File: config.mk
export PLATFORM = sky130hd
export DESIGN_NAME = nzcv_flag_register
export DESIGN_NICKNAME = d
export VERILOG_FILES = /design/src/rtl/nzcv_flag_register.sv
export SDC_FILE = /design/constraint.sdc
export NUM_CORES = 1
export LEC_CHECK = 0
export ABC_CLOCK_PERIOD_IN_PS = 4700
export CELL_PAD_IN_SITES_DETAIL_PLACEMENT = 1
export CELL_PAD_IN_SITES_GLOBAL_PLACEMENT = 1
export CORE_ASPECT_RATIO = 0.8
export CORE_UTILIZATION = 24
export CTS_BUF_LIST = sky130_fd_sc_hd__clkbuf_8
export DETAILED_ROUTE_END_ITERATION = 10
export PLACE_DENSITY = 0.8
export REMOVE_ABC_BUFFERS = 1
export SYNTH_ARGS = -nofsm -noshare
export SYNTH_HDL_FRONTEND = slang
export SYNTH_SLANG_ARGS = --single-unit
File: constraint.sdc
create_clock -name clk -period 4.7 [get_ports clk]
set_clock_uncertainty 0.1 [all_clocks]
set_input_delay 0.94 -clock clk [delete_from_list [all_inputs] [get_ports clk]]
set_output_delay 0.94 -clock clk [all_outputs]
set_load 0.05 [all_outputs]
File: src/rtl/nzcv_flag_register.sv
// ARM-style N/Z/C/V status register for a WIDTH-bit ALU.
// N/Z come from the supplied result; C from an internal carry adder; V from operand/result sign bits.

package nzcv_pkg;

    typedef enum logic [3:0] {
        OP_ADD  = 4'b0000,
        OP_SUB  = 4'b0001,
        OP_RSB  = 4'b0010,
        OP_ADC  = 4'b0011,
        OP_SBC  = 4'b0100,
        OP_AND  = 4'b0101,
        OP_ORR  = 4'b0110,
        OP_EOR  = 4'b0111,
        OP_BIC  = 4'b1000,
        OP_MOV  = 4'b1001,
        OP_MVN  = 4'b1010,
        OP_CMP  = 4'b1011,
        OP_CMN  = 4'b1100,
        OP_TST  = 4'b1101,
        OP_TEQ  = 4'b1110,
        OP_PASS = 4'b1111
    } alu_op_e;

    typedef struct packed {
        logic n;
        logic z;
        logic c;
        logic v;
    } nzcv_t;

endpackage

module nzcv_flag_register
    import nzcv_pkg::*;
#(
    parameter int WIDTH = 32
) (
    input  logic             clk,
    input  logic             rst_n,
    input  logic [3:0]       op_code,
    input  logic             s_flag,
    input  logic [WIDTH-1:0] in1,
    input  logic [WIDTH-1:0] in2,
    input  logic [WIDTH-1:0] result,
    output logic [3:0]       output_flags,
    output logic [3:0]       flags_next,
    output logic             carry_out
);

    localparam int MSB = WIDTH - 1;

    alu_op_e          op;
    logic             is_compare;
    logic             upd;
    logic [WIDTH-1:0] add_a;
    logic [WIDTH-1:0] add_b;
    logic             add_cin;
    logic [WIDTH:0]   sum;
    logic             a_sign;
    logic             b_sign;
    logic             r_sign;
    nzcv_t            cur;
    nzcv_t            nxt;
    nzcv_t            flags_d;
    nzcv_t            flags_q;

    assign op     = alu_op_e'(op_code);
    assign cur    = flags_q;
    assign a_sign = in1[MSB];
    assign b_sign = in2[MSB];
    assign r_sign = result[MSB];

    assign is_compare = (op == OP_CMP) || (op == OP_CMN) || (op == OP_TST) || (op == OP_TEQ);
    assign upd        = s_flag || is_compare;

    // Subtractions reuse the adder as a + ~b + cin so C means "no borrow".
    // NOTE: every always_comb output gets a default before the case, so no path leaves it unassigned and no latch is inferred.
    always_comb begin
        add_a   = in1;
        add_b   = in2;
        add_cin = 1'b0;
        unique case (op)
            OP_ADC: add_cin = cur.c;
            OP_SUB, OP_CMP: begin
                add_b   = ~in2;
                add_cin = 1'b1;
            end
            OP_SBC: begin
                add_b   = ~in2;
                add_cin = cur.c;
            end
            OP_RSB: begin
                add_a   = in2;
                add_b   = ~in1;
                add_cin = 1'b1;
            end
            default: ;
        endcase
    end

    assign sum = {1'b0, add_a} + {1'b0, add_b} + {{WIDTH{1'b0}}, add_cin};

    // Logic-class ops leave C and V untouched; only arith ops replace them.
    always_comb begin
        nxt.n = r_sign;
        nxt.z = (result == '0);
        nxt.c = cur.c;
        nxt.v = cur.v;
        unique case (op)
            OP_ADD, OP_ADC, OP_CMN: begin
                nxt.c = sum[WIDTH];
                nxt.v = (a_sign == b_sign) && (r_sign != a_sign);
            end
            OP_SUB, OP_SBC, OP_CMP: begin
                nxt.c = sum[WIDTH];
                nxt.v = (a_sign != b_sign) && (r_sign != a_sign);
            end
            OP_RSB: begin
                nxt.c = sum[WIDTH];
                nxt.v = (a_sign != b_sign) && (r_sign != b_sign);
            end
            default: ;
        endcase
    end

    always_comb begin
        flags_d = flags_q;
        if (upd) begin
            flags_d = nxt;
        end
    end

    // NOTE: sequential state uses non-blocking assignment so every flop samples pre-edge values.
    always_ff @(posedge clk or negedge rst_n) begin
        if (!rst_n) begin
            flags_q <= '0;
        end else begin
            flags_q <= flags_d;
        end
    end

    assign flags_next   = nxt;
    assign output_flags = flags_q;
    assign carry_out    = flags_q.c;

endmodule

# Word level (Yosys, flattened, before mapping)
# Cells that the tools add are included.
# W data, S select, Z words.
[op_classes]
addsub = 2
n_eq_ne = 12
muxes = 4
n_bitwise = 2
reduce_logical = 13
[ops]
columns = ["operator", "count"]
rows = [
  ["$not A32 Y32", 2],
  ["$pmux W32 S2", 1],
  ["$add A32 B32 Y33", 1],
  ["$add A33 B1 Y33", 1],
  ["$logic_not A32 Y1", 1],
  ["$mux W32", 1],
  ["$eq A4 B4 Y1 const B", 4],
  ["$reduce_or A3 Y1", 3],
  ["$eq A4 B2 Y1 const B", 2],
  ["$pmux W2 S3", 1],
  ["$eq A4 B1 Y1 const B", 1],
  ["$eq A4 B3 Y1 const B", 1],
  ["$logic_not A4 Y1", 1],
  ["$logic_or A1 B1 Y1", 4],
  ["$logic_and A1 B1 Y1", 3],
  ["$ne A1 B1 Y1", 3],
  ["$pmux W1 S2", 1],
  ["$reduce_or A2 Y1", 1],
  ["$eq A1 B1 Y1", 1],
]
[word_totals]
ff_bits = 4
inputBits = 103
elab_cells = 37

# Logic depth before layout (Yosys ltp)
[logic_depth]
depth_word = 6
ltp_mapped = 15
mapped_depth_nobuf = 11

# Worst setup path before layout
# Ideal clock, no wire load.
[synth_timing]
kind = "input -> output"
startpoint = "input port op_code[3]"
endpoint = "output port flags_next[1]"
t_arrival_ps = 4050
required_time_ps = 3660
setup_slack_ps = -390
cell_stages = 12
path_buffers = 3
path_cell_list = "clkbuf_1 or4b_2 and2_1 clkbuf_1 buf_2 a21o_1 ha_1 and4_1 nand3_1 or4_1 a21oi_1 o21a_1"
[synth_via]
elab_chain_cells = 6
elab_cells_between_ends = 17
cone_classes = "add/sub: 2; eq/ne: 6; mux: 4; reduce/logical: 5"
[synth_lines]
columns = ["element", "line_no", "source"]
rows = [
  ["from (decl)", "41", "input logic [3:0] op_code,"],
  ["$eq A4 B4 Y1 (tied with other cells)", "83, 110", ""],
  ["$reduce_or A3 Y1 (no line)", "n/a", ""],
  ["$pmux W32 S2", "83", "unique case (op)"],
  ["$add A32 B32 Y33", "102", "assign sum = {1'b0, add_a} + {1'b0, add_b} + {{WIDTH{1'b0}}, add_cin};"],
  ["$add A33 B1 Y33", "102", ""],
  ["$pmux W2 S3 (*)", "110", "unique case (op)"],
  ["to (decl)", "47", "output logic [3:0] flags_next,"],
]
# Every way passes the cells marked *; elsewhere a longest branch is shown, timed or not.

# Worst setup path after layout
[layout_timing]
startpoint = "input port op_code[0]"
endpoint = "output port flags_next[1]"
# The elaborated chain is that of the path after synthesis.

==> impl_metrics.ini <==
[detailed_routing]
routed_via_density = 5.20
dr.pass1.iters = 4
vias = 2922
wl_per_cell_um = 16.4
drc = 0
drt_iter0_markers = 70
detail-route-antenna-nets = 0
wirelength_um = 9200

[pwr]
clockPowerShare_pct = 12.6
peakVddDrop_mv = 0.0961
comb_power_share_pct = 79.4
swShare_pct = 41.4
seqPwrFrac_pct = 8.0
p_per_area_nw_per_um2 = 151
switchingPower_uw = 240
p_leak_uw = 0.00180
p_int_uw = 341
p_total_uw = 581

[critical_path]
slowest_delay_ns = 0.43
required_ns = 3.66
r2r_start = carry_out
crit_path_top_delay_cell = or4_4
crit_fanout = 4
end_kind = output pin
critical_path.cell_chain = buf_6, buf_6, xnor2_2, o31a_1, and2_4, buf_4, buf_16, a21o_1, ha_1, and4_4, nand3_2, or4_4, a21oi_4, o21a_1, buf_6
crit_top_cell = buf_6
startpoint = op_code[0]
cp.arrival_ns = 3.79
cp-start-kind = input pin
path_class = in2out

[synth]
yosys.area_share.simple_pct = 33.4
synth_top_family_by_area = compound AO/OA/AOI/OAI gates
yosys_warnings = 0
async_flop_share_pct = 100
synth.area.mux_share_pct = 1.83
synth_edf_count = 0
syn_avg_cell_area_um2 = 6.41
synth-main-ff-cell = dfrtp_1
synth-compound-area-share_pct = 33.5
seq_area_frac_synth_pct = 4.88
synth-xor-area-share_pct = 0.854
synthAdderAreaFrac_pct = 19.5
synth_cells = 320
ys_ff_latch = 4
ys_types = 47
synth_area_um2 = 2050

[run_status]
violations = negative setup slack
run_status = finished, violations left

[cts]
cts_root_buf = clkbuf_8
clk-insertion-delay-late_ns = 0.22
h-tree-depth = 1
clk_pin_slew_ns = 0.03
cts_tree = done
clkSinkCount = 4
cts-hold-fix-buffers = 0
cts_buffers = 3
cts_buffer_depth = 2

[final_layout]
diodes = 0
finalNonFillerCells = 562
drive_gt1_share_pct = 18.3
fillCellCount = 999
finalNetCount = 591
regArea_um2 = 100
syn_to_final_growth_pct = 87.1
multi_input_area_um2 = 2010
finish.utilization_pct = 47.4

[floorplanning]
io_pins = 112
start_util_pct = 25.4
die_area_um2 = 8930
die_w_um = 105
rows = 29
coreArea_um2 = 8090
die_h_um = 84.7

[min_path]
holdCritPathClass = reg2reg
min_from = output_flags[2]

[place]
dp_hpwl_um = 6610
gp_congestion = 0.796
port_buffers = 111
pre_cts_slack_ns = -0.799
placedCellCount = 545

[global_route]
gr-total-overflow = 0
antenna_found_initial = 0
grt_pass1_vias = 3076
grt_pass1_wl_um = 14500
grtUsageTotal_pct = 19.8
grt_max_degree = 33

[sta]
relSlewSlack_pct = 65.8
fin_crit_ns = 4.83
fin_crit_sh_pct = 103
setup_viol = 1
finalMaxSlewViolations = 0
worst_slew_pin_slew_ns = 0.512
grt_setup_unrepaired = true
final_hold_viol_count = 0
max_freq_mhz = 207
worst_slack_ns = -0.133
hold-worst-slack_ns = 0.420

[flow_run]
drv_cap = 0
final cells by class:
class                           instances  share of cell area, %
Inverter                                1                 0.0978
Clock buffer                            3                   1.08
Timing Repair Buffer                  155                   40.4
Tap cell                              108                   3.52
Multi-Input combinational cell        291                   52.2
Sequential cell                         4                   2.61
worst paths after layout:
check	depth (start not counted)	slack, ns	endpoint
setup / recovery	15	-0.13	flags_next[1]
setup reg to reg	7	2.87	carry_out
hold reg to reg	1	0.42	output_flags[2]
min in group asynchronous	1	0.83	carry_out
hold / removal	1	0.42	output_flags[2]
max in group asynchronous	1	3.49	output_flags[3]
metal layers:
layer | wire length [µm] | GRT usage, % | share of wire, %
met1 | 4240 | 24.7 | 46
met2 | 4580 | 36.5 | 50
met3 | 305 | 1.94 | 3.3
met4 | 76 | 4.10 | 0.83
met5 | 0 | 0 | 0
metrics by stage:
stage / area [µm²] / setup TNS [ns]
floorplan: 1930 / -2.79
global placement: 3430 / -0.625
detailed placement: 3430 / -0.799
CTS: 3750 / -0.0807
global route: 3840 / -0.199
finish: 3840 / -0.133
worst max-delay path, delay by kind of cell:
family / cells / cell delay (ns)
AOI/OAI and AO/OA: 4 / 0.80
xor gates and xnor gates: 1 / 0.12
adders and majority gates: 1 / 0.29
buffers and inverters: 5 / 0.65
and+or+nand+nor: 4 / 0.97
power by group through the flow:
stage          logic [µW]  registers [µW]  clock network (µW)
6_report              461            46.6                73.1
5_1_grt               499            47.6                78.9
4_1_cts               441            46.2                73.8
3_5_place_dp          395            46.2                   0
3_3_place_gp          382            46.2                   0
2_1_floorplan         170            69.7                   0
cells in the mapped netlist, types with 2 or more instances:
library cell  instances  area share, %
buf_4                 3            1.1
a2111oi_0             2           0.85
nand3_1               6            1.5
clkbuf_1              9            1.6
o21a_1                2           0.73
nor4_1                8            2.4
nor2_1                6            1.1
a211oi_1              3            1.1
xnor2_1               2           0.85
o21ai_0               5            1.2
mux2_2                2            1.1
ha_1                 32             20
nand4_1               7            2.1
o22ai_1              33             10
nand2_1             108             20
dfrtp_1               4            4.9
a31oi_1               2           0.61
buf_1                 3           0.55
a21o_1               34             12
nor4b_1               2           0.85
a21oi_1              14            3.4
buf_2                 8            2.0
cells in the final DEF, fill, tap and decap left out, drive strengths merged, types with 2 or more instances in the layout:
cell | netlist | layout
clkdlybuf4s50 | 0 | 105
o21a | 2 | 2
a2111oi | 2 | 2
nor4b | 2 | 2
a211oi | 3 | 3
clkbuf | 9 | 4
nor4 | 8 | 8
o22ai | 33 | 33
ha | 32 | 32
a31oi | 2 | 2
nand2 | 109 | 109
nand4 | 7 | 7
xnor2 | 2 | 2
o21ai | 6 | 6
a21o | 34 | 34
a21oi | 14 | 14
dfrtp | 4 | 4
nand3 | 6 | 6
or4 | 2 | 2
nor2 | 6 | 6
buf | 15 | 49
mux2 | 3 | 3
flip-flops by register name, summed over array words and instances (netlist names):
name          flops
carry_out         1
output_flags      3
what timing repair did:
action / CTS / global route
setup endpoints to repair: 1 / 1
gates cloned: 2 / 1
pin swaps: 19 / 10
resized for setup: 50 / 8
setup buffers: 7 / 4
kinds of logic after synthesis:
logic type      after synthesis
simple gates                152
buf+inv                      25
flops                         4
mux                           3
xor+xnor                      2
compound gates              102
fa+ha+maj                    32
(Power assumes the default switching activity.)
